`config.mk`:
```
export PLATFORM = sky130hd
export DESIGN_NAME = hazard_control_unit
export DESIGN_NICKNAME = d
export VERILOG_FILES = /design/src/rtl/hazard_pkg.sv /design/src/rtl/md_busy_counter.sv /design/src/rtl/hazard_control_unit.sv
export SDC_FILE = /design/constraint.sdc
export NUM_CORES = 1
export LEC_CHECK = 0
export ABC_AREA = 1
export CAP_MARGIN = 20
export CORE_MARGIN = 2
export CORE_UTILIZATION = 35
export CTS_CLUSTER_SIZE = 24
export DETAILED_ROUTE_END_ITERATION = 8
export GPL_ROUTABILITY_DRIVEN = 0
export GPL_TIMING_DRIVEN = 1
export SLEW_MARGIN = 20
export SYNTH_ARGS = -nofsm -noshare
export SYNTH_HDL_FRONTEND = slang
export SYNTH_SLANG_ARGS = --single-unit
```
`constraint.sdc`:
```
create_clock -name clk -period 5 [get_ports clk]
set_clock_uncertainty 0.1 [all_clocks]
set_input_delay 1 -clock clk [delete_from_list [all_inputs] [get_ports clk]]
set_output_delay 1 -clock clk [all_outputs]
set_load 0.02 [all_outputs]
```
`src/rtl/hazard_pkg.sv`:
```
// Shared types for the ID-stage hazard control unit: FSM states, stall-reason
// codes and the hard-wired zero register index.
package hazard_pkg;

  typedef enum logic {
    RUN,
    LD_WAIT
  } hz_state_t;

  typedef enum logic [1:0] {
    SR_NONE  = 2'd0,
    SR_LOAD  = 2'd1,
    SR_MD    = 2'd2,
    SR_FLUSH = 2'd3
  } stall_reason_t;

  // $0 never carries a real dependency, so it is excluded from load-use matching.
  localparam int unsigned REG_ZERO = 0;

endpackage

```
`src/rtl/md_busy_counter.sv`:
```
// Occupancy tracker for the multiply/divide unit: loads MD_LAT on an accepted
// start and counts down to zero; busy while nonzero.
module md_busy_counter
  import hazard_pkg::*;
#(
  parameter int MD_LAT = 4
) (
  input  logic clk,
  input  logic reset,
  input  logic start,
  output logic busy
);

  localparam int CW = $clog2(MD_LAT + 1);

  logic [CW-1:0] cnt_q, cnt_d;

  always_comb begin
    cnt_d = cnt_q;
    if (start) begin
      cnt_d = CW'(MD_LAT);
    end else if (cnt_q != '0) begin
      cnt_d = cnt_q - CW'(1);
    end
  end

  // NOTE: sequential state uses non-blocking assignment so every flop samples
  // its pre-edge inputs regardless of process evaluation order.
  always_ff @(posedge clk) begin
    if (reset) begin
      cnt_q <= '0;
    end else begin
      cnt_q <= cnt_d;
    end
  end

  assign busy = (cnt_q != '0);

endmodule

```
`src/rtl/hazard_control_unit.sv`:
```
// ID-stage hazard controller: load-use FSM, mul/div structural and HI/LO
// stalls, branch/jump flush priority and a saturating stall counter.
module hazard_control_unit
  import hazard_pkg::*;
#(
  parameter int REG_W    = 5,
  parameter int LOAD_LAT = 1,
  parameter int MD_LAT   = 4,
  parameter int CNT_W    = 32
) (
  input  logic             clk,
  input  logic             reset,
  input  logic             id_ex_mem_read,
  input  logic [REG_W-1:0] id_ex_rt,
  input  logic [REG_W-1:0] if_id_rs,
  input  logic [REG_W-1:0] if_id_rt,
  input  logic             if_id_uses_rt,
  input  logic             ex_mem_branch_taken,
  input  logic             id_jump,
  input  logic             id_jr,
  input  logic             id_md_start,
  input  logic             id_md_read,
  output logic             pc_hold,
  output logic             if_id_hold,
  output logic             if_id_flush,
  output logic             id_ex_bubble,
  output logic             md_busy,
  output logic [1:0]       stall_reason,
  output logic [CNT_W-1:0] stall_cnt
);

  localparam int LCW = $clog2(LOAD_LAT + 1);

  hz_state_t     state_q, state_d;
  logic [LCW-1:0] ld_cnt_q, ld_cnt_d;
  logic [CNT_W-1:0] stall_cnt_q, stall_cnt_d;
  stall_reason_t reason;
  logic          ld_haz, md_haz, md_busy_int, md_accept;

  assign ld_haz = id_ex_mem_read
                & (id_ex_rt != REG_W'(REG_ZERO))
                & ((id_ex_rt == if_id_rs) | (if_id_uses_rt & (id_ex_rt == if_id_rt)));

  assign md_haz = md_busy_int & (id_md_start | id_md_read);

  // NOTE: every signal driven here gets a default first, so no path can leave
  // one unassigned and infer a latch.
  always_comb begin
    state_d      = state_q;
    ld_cnt_d     = ld_cnt_q;
    pc_hold      = 1'b0;
    if_id_hold   = 1'b0;
    if_id_flush  = 1'b0;
    id_ex_bubble = 1'b0;
    reason       = SR_NONE;
    md_accept    = 1'b0;

    if (reset) begin
      // Outputs stay quiet; the registers clear on this edge.
    end else if (ex_mem_branch_taken) begin
      if_id_flush  = 1'b1;
      id_ex_bubble = 1'b1;
      reason       = SR_FLUSH;
      state_d      = RUN;
      ld_cnt_d     = '0;
    end else if (state_q == LD_WAIT) begin
      pc_hold      = 1'b1;
      if_id_hold   = 1'b1;
      id_ex_bubble = 1'b1;
      reason       = SR_LOAD;
      ld_cnt_d     = ld_cnt_q - LCW'(1);
      if (ld_cnt_q == LCW'(1)) begin
        state_d = RUN;
      end
    end else if (ld_haz) begin
      pc_hold      = 1'b1;
      if_id_hold   = 1'b1;
      id_ex_bubble = 1'b1;
      reason       = SR_LOAD;
      if (LOAD_LAT > 1) begin
        state_d  = LD_WAIT;
        ld_cnt_d = LCW'(LOAD_LAT - 1);
      end
    end else if (md_haz) begin
      pc_hold      = 1'b1;
      if_id_hold   = 1'b1;
      id_ex_bubble = 1'b1;
      reason       = SR_MD;
    end else begin
      // A stalled jump only flushes once it is no longer held in ID.
      if (id_jump | id_jr) begin
        if_id_flush = 1'b1;
        reason      = SR_FLUSH;
      end
      md_accept = id_md_start;
    end
  end

  always_comb begin
    stall_cnt_d = stall_cnt_q;
    if (pc_hold && (stall_cnt_q != '1)) begin
      stall_cnt_d = stall_cnt_q + CNT_W'(1);
    end
  end

  always_ff @(posedge clk) begin
    if (reset) begin
      state_q     <= RUN;
      ld_cnt_q    <= '0;
      stall_cnt_q <= '0;
    end else begin
      state_q     <= state_d;
      ld_cnt_q    <= ld_cnt_d;
      stall_cnt_q <= stall_cnt_d;
    end
  end

  md_busy_counter #(
    .MD_LAT (MD_LAT)
  ) u_md_busy_counter (
    .clk   (clk),
    .reset (reset),
    .start (md_accept),
    .busy  (md_busy_int)
  );

  assign stall_reason = reason;
  assign md_busy      = md_busy_int & ~reset;
  assign stall_cnt    = reset ? '0 : stall_cnt_q;

endmodule

```
=== After elaboration in Yosys (flattened, before gate mapping) ===
Index checks and enable logic that the tools add are counted.

* Add/sub/neg operators: 3
* Equal/unequal tests: 3
* Reductions and logical operators: 7
* Bitwise gates (word level): 10
* Shift operators: 0
* Magnitude comparators: 0
* Multiply operators: 0
* Divide/modulo/power cells: 0
* Muxes and demuxes: 28

{| class="wikitable"
|+ Operators by type and width
! cell !! number
|-
| 32-bit by 1-bit adder with 32-bit output, second input constant || 1
|-
| 32-bit two-way mux || 1
|-
| 32-bit inequality test, second input constant || 1
|-
| 1-bit two-way mux || 19
|-
| 2-bit two-way mux || 6
|-
| 5-bit == test || 2
|-
| 3-bit two-way mux || 2
|-
| 1-bit bitwise AND || 5
|-
| 5-bit nonzero test || 1
|-
| 2-bit OR reduction || 2
|-
| 1-bit OR || 3
|-
| 3-bit nonzero test || 1
|-
| 3-bit OR reduction || 1
|-
| 3-bit by 1-bit subtractor with 3-bit output, second input constant || 1
|-
| 1-bit inverter || 2
|-
| 2-bit nonzero test || 1
|-
| 1-bit logical AND || 1
|-
| 1-bit subtractor, second input constant || 1
|}

* Logic and storage cells: 56
* Output and inout port bits: 39
* Input bits: 24
* ROM bits: 0
* Register bits: 37
* RAM bits: 0
* Latch bits: 0
* Memories kept: 0

=== Depth between registers and ports, before layout ===
* Depth in word-level cells: 9
* Mapped depth: 12
* Depth with buffers taken out: 12

=== Hierarchy ===
From an unflattened synthesis, not the netlist that was laid out.

* Cell total of the unflattened synthesis: 523
* Area, all modules: 2885.3 µm²

{| class="wikitable"
|+ Modules (own cells, without submodules)
! module !! sequential area each (µm²) !! cells an instance !! area each (µm²) !! instances
|-
| hazard_control_unit || 680.7 || 497 || 2710.1 || 1
|-
| md_busy_counter || 60.1 || 26 || 175.2 || 1
|}

=== Worst setup path after synthesis ===
Ideal clock, no wire load.

* Path kind: input to output
* From: input reset
* To: output pc_hold
* Buffers on the path: 3
* Path slack: 1.457 ns
* Arrival: 2.443 ns
* Cell stages on the path: 6
* Required time: 3.900 ns
* Cells stage by stage: clkbuf_1 -> nor2_1 -> clkbuf_1 -> inv_1 -> a21oi_1 -> buf_4

* Longest elaborated chain between the ends: 1

{| class="wikitable"
|+ RTL lines
! item !! line !! text
|-
| start: declaration || hazard_control_unit.sv:12 || <nowiki>input logic reset,</nowiki>
|-
| 1-bit two-way mux || -- ||
|-
| end: declaration || hazard_control_unit.sv:23 || <nowiki>output logic pc_hold,</nowiki>
|}

No other way between the ends.

=== Final worst setup path ===
* From: input id_ex_rt[3]
* To: output stall_reason[1]

* Longest elaborated chain between the ends: 8
* Elaborated cells between the ends (all ways): 11
* Those cells by class: eq/ne (2); mux (4); bitwise (4); reduce/logical (1)

{| class="wikitable"
|+ RTL lines
! item !! line !! text
|-
| start: declaration || hazard_control_unit.sv:14 || <nowiki>input logic [REG_W-1:0] id_ex_rt,</nowiki>
|-
| 5-bit == test || hazard_control_unit.sv:42 || <nowiki>& ((id_ex_rt == if_id_rs) | (if_id_uses_rt & (id_ex_rt == if_id_rt)));</nowiki>
|-
| 1-bit bitwise AND || hazard_control_unit.sv:42 ||
|-
| 1-bit OR || hazard_control_unit.sv:42 ||
|-
| 1-bit bitwise AND (*) || hazard_control_unit.sv:42 ||
|-
| 2-bit two-way mux (*) || hazard_control_unit.sv:75 || <nowiki>end else if (ld_haz) begin</nowiki>
|-
| 2-bit two-way mux (*) || hazard_control_unit.sv:66 || <nowiki>end else if (state_q == LD_WAIT) begin</nowiki>
|-
| 2-bit two-way mux (*) || hazard_control_unit.sv:60 || <nowiki>end else if (ex_mem_branch_taken) begin</nowiki>
|-
| 2-bit two-way mux (*) || hazard_control_unit.sv:58 || <nowiki>if (reset) begin</nowiki>
|-
| end: declaration || hazard_control_unit.sv:28 || <nowiki>output logic [1:0] stall_reason,</nowiki>
|}

Mark *: on every way between the ends. The rest lies on a longest branch, timed or not.

==> results.py <==
metrics = {
    "timing": {
        "fmax_ghz": 0.250,
        "slew_violations": 0,
        "relSlewSlack_pct": 46.5,
        "grt_setup_unrepaired": "no",
        "finalCritPeriodShare_pct": 80.0,
        "setup_viol": 0,
        "fin_tns_setup_ns": 0,
        "worst_pin_slew_ns": 0.802,
        "min_period_ns": 4.00,
        "finalHoldViolCount": 0,
        "hold-worst-slack_ns": 0.367,
    },
    "finish": {
        "syn_to_final_growth_pct": 25.8,
        "fill_cells": 903,
        "regArea_sq_um": 741,
        "n_antenna_cell": 0,
        "multi_input_area_sq_um": 1850,
        "nets": 592,
        "final_cell_area_sq_um": 3690,
        "drive_gt1_share_pct": 6.56,
    },
    "clocking": {
        "cts_tree": "yes",
        "cts-hold-fix-buffers": 0,
        "clockBufferDepth": 2,
        "cts_resized": 0,
        "clkTransAtPathRegs_ns": 0.07,
        "cts_setup_buffers": 0,
        "clkLatencyLatePin_ns": 0.29,
        "cts_sinks": 37,
        "htree_levels": 2,
        "cts-buffers-inserted": 5,
        "cts_root_buf": "clkbuf_8",
    },
    "setup_path": {
        "crit_arrival_ns": 2.90,
        "cpPeakStageDelay_ns": 0.63,
        "critPathLaunch": "id_ex_rt[3]",
        "worstSetupStartpointType": "input port",
        "cp_data_required_time_ns": 3.90,
        "critical_path_class": "in -> out",
        "endpoint_kind": "output port",
        "slowest_stage": "clkdlybuf4s50_1",
        "crit_chain": "clkdlybuf4s50_1, inv_1, nand4_1, o21ai_0, inv_1, nand2_1, o311ai_0, a21oi_1, clkdlybuf4s50_1",
        "r2r_start": "stall_cnt_q[0]",
        "crit_path_max_fanout": 5,
    },
    "run": {
        "drv_cap": 0,
    },
    "synth": {
        "yosys-top-cells-area": "dfxtp_1, nand2_1, nor2_1",
        "synth_common_cells": "nand2_1, nor2_1, inv_1",
        "synth-edff-count": 0,
        "synth.avg_cell_area_sq_um": 5.73,
        "async_flop_share_pct": 0,
        "synth_top_area_share_pct": 25.3,
        "netlist_instances": 512,
        "synth_most_common_cell": "nand2_1",
        "synthesis.area_sq_um": 2930,
        "synth_ff_type": "dfxtp_1",
        "ys_warn_count": 0,
        "synth_top_cell_by_area": "dfxtp_1",
        "synth.distinct_cells": 26,
        "ys_ff_latch": 37,
        "synth_nets": 540,
        "yosysSeqAreaShare_pct": 25.3,
    },
    "placement": {
        "hpwl_mm": 6.01,
        "portBuffers": 62,
        "place_area_sq_um": 3600,
    },
    "detailed_routing": {
        "firstDrtPassIters": 4,
        "antenna_left": 0,
        "avgRoutedWirePerCell_um": 12.1,
        "routed_wl_mm": 8.12,
        "drc": 0,
        "via_per_inst": 4.88,
        "via_count": 3267,
        "drt-initial-drc-count": 177,
    },
    "global_route": {
        "grt_pass1_wl_mm": 13.4,
        "grt_pass1_vias": 2865,
        "antenna_found_initial": 0,
        "grt_start_max_net_pins": 41,
        "grt_overflow": 0,
        "grt_usage_pct": 18.6,
    },
    "floorplan": {
        "dieArea_sq_um": 9120,
        "num_rows": 33,
        "pin_count": 63,
        "core_region_area_sq_um": 8180,
        "die_y_um": 95.5,
        "start_util_pct": 35.9,
        "die_w_um": 95.5,
    },
    "min_path": {
        "hp-class": "reg -> reg",
        "min_from": "ld_cnt_q",
    },
    "status": {
        "status": "completed",
    },
    "power": {
        "leakagePower_nw": 1.37,
        "powerDensity_nw_per_um2": 228,
        "ir_worst_vdd_mv": 0.161,
    },
}
path summary, 6_finish.rpt:
| check | cells after the start | slack (ns) | to |
|---|---|---|---|
| worst max register to register | 9 | 1.72 | stall_cnt_q[12] |
| worst max-delay path | 9 | 1.00 | stall_reason[1] |
| worst min register to register | 2 | 0.37 | ld_cnt_q |
| worst min-delay path | 2 | 0.37 | ld_cnt_q |
per-stage QoR:
step / cells / setup WS (ns) / power (W) / util [%]
finish: 669 / 1.00 / 0.000841 / 45.1
global route: 669 / 0.792 / 0.000899 / 45.1
CTS: 669 / 1.01 / 0.000850 / 45.1
detailed placement: 662 / 1.02 / 0.000633 / 44.0
global placement: 662 / 0.996 / 0.000626 / 44.0
floorplan: 512 / 1.46 / 0.000543 / -
state kept, by name, indices dropped and copies added, names as in the netlist:
register                 flops
ld_cnt_q                     1
stall_cnt_q                 32
state_q                      1
u_md_busy_counter.cnt_q      3
cells by family (layout without fill, tap and decap cells):
logic type	count (synthesis)	count (layout)	share of synthesized area, %
AO/OA/AOI/OAI	43	43	8.71
XOR/XNOR	16	16	4.78
adder cells (fa/ha/maj)	4	4	1.71
buffers and inverters	84	136	11.8
flip-flops	37	37	25.3
AND/OR/NAND/NOR	328	328	47.7
cell type report:
cell class	count	share of cell area [%]
clock buffer	7	2.34
multi-input combinational	391	50.1
timing repair buffer	66	17.5
sequential	37	20.1
tap	105	3.56
inverter	63	6.41
layer usage:
metal	track usage (%)	up-vias	wire [um]
met5	0	-	0
met4	5.48	0	108
met3	4.03	10	473
met2	30.6	87	3730
met1	24.4	1463	3810
li1	-	1707	-
power by group:
| part | internal (W) | switching (W) |
|---|---|---|
| Combinational | 0.000104 | 0.000203 |
| Sequential | 0.000310 | 0.00000914 |
| Clock | 0.000109 | 0.000105 |
critical path, delay by kind of cell:
family / cells / cell delay (ns)
AND/OR/NAND/NOR: 2 / 0.24
AO/OA/AOI/OAI: 3 / 0.43
buffers and inverters: 4 / 1.22
layout by cell type, fill, tap and decap left out, types with 3 or more instances in the layout:
| master | netlist | routed |
|---|---|---|
| a21oi_2 | 9 | 9 |
| nand3_2 | 3 | 3 |
| nand3_1 | 17 | 17 |
| buf_4 | 1 | 4 |
| nand2_2 | 9 | 9 |
| xor2_1 | 15 | 15 |
| dfxtp_1 | 37 | 37 |
| nand4_1 | 34 | 34 |
| clkbuf_8 | 0 | 6 |
| o21ai_0 | 7 | 7 |
| inv_1 | 63 | 63 |
| clkdlybuf4s50_1 | 0 | 61 |
| nand2_1 | 161 | 161 |
| nor2_2 | 2 | 3 |
| a21oi_1 | 25 | 25 |
| ha_1 | 4 | 4 |
| nor2_1 | 98 | 97 |
Note: power is estimated with default switching activity, not from simulation.
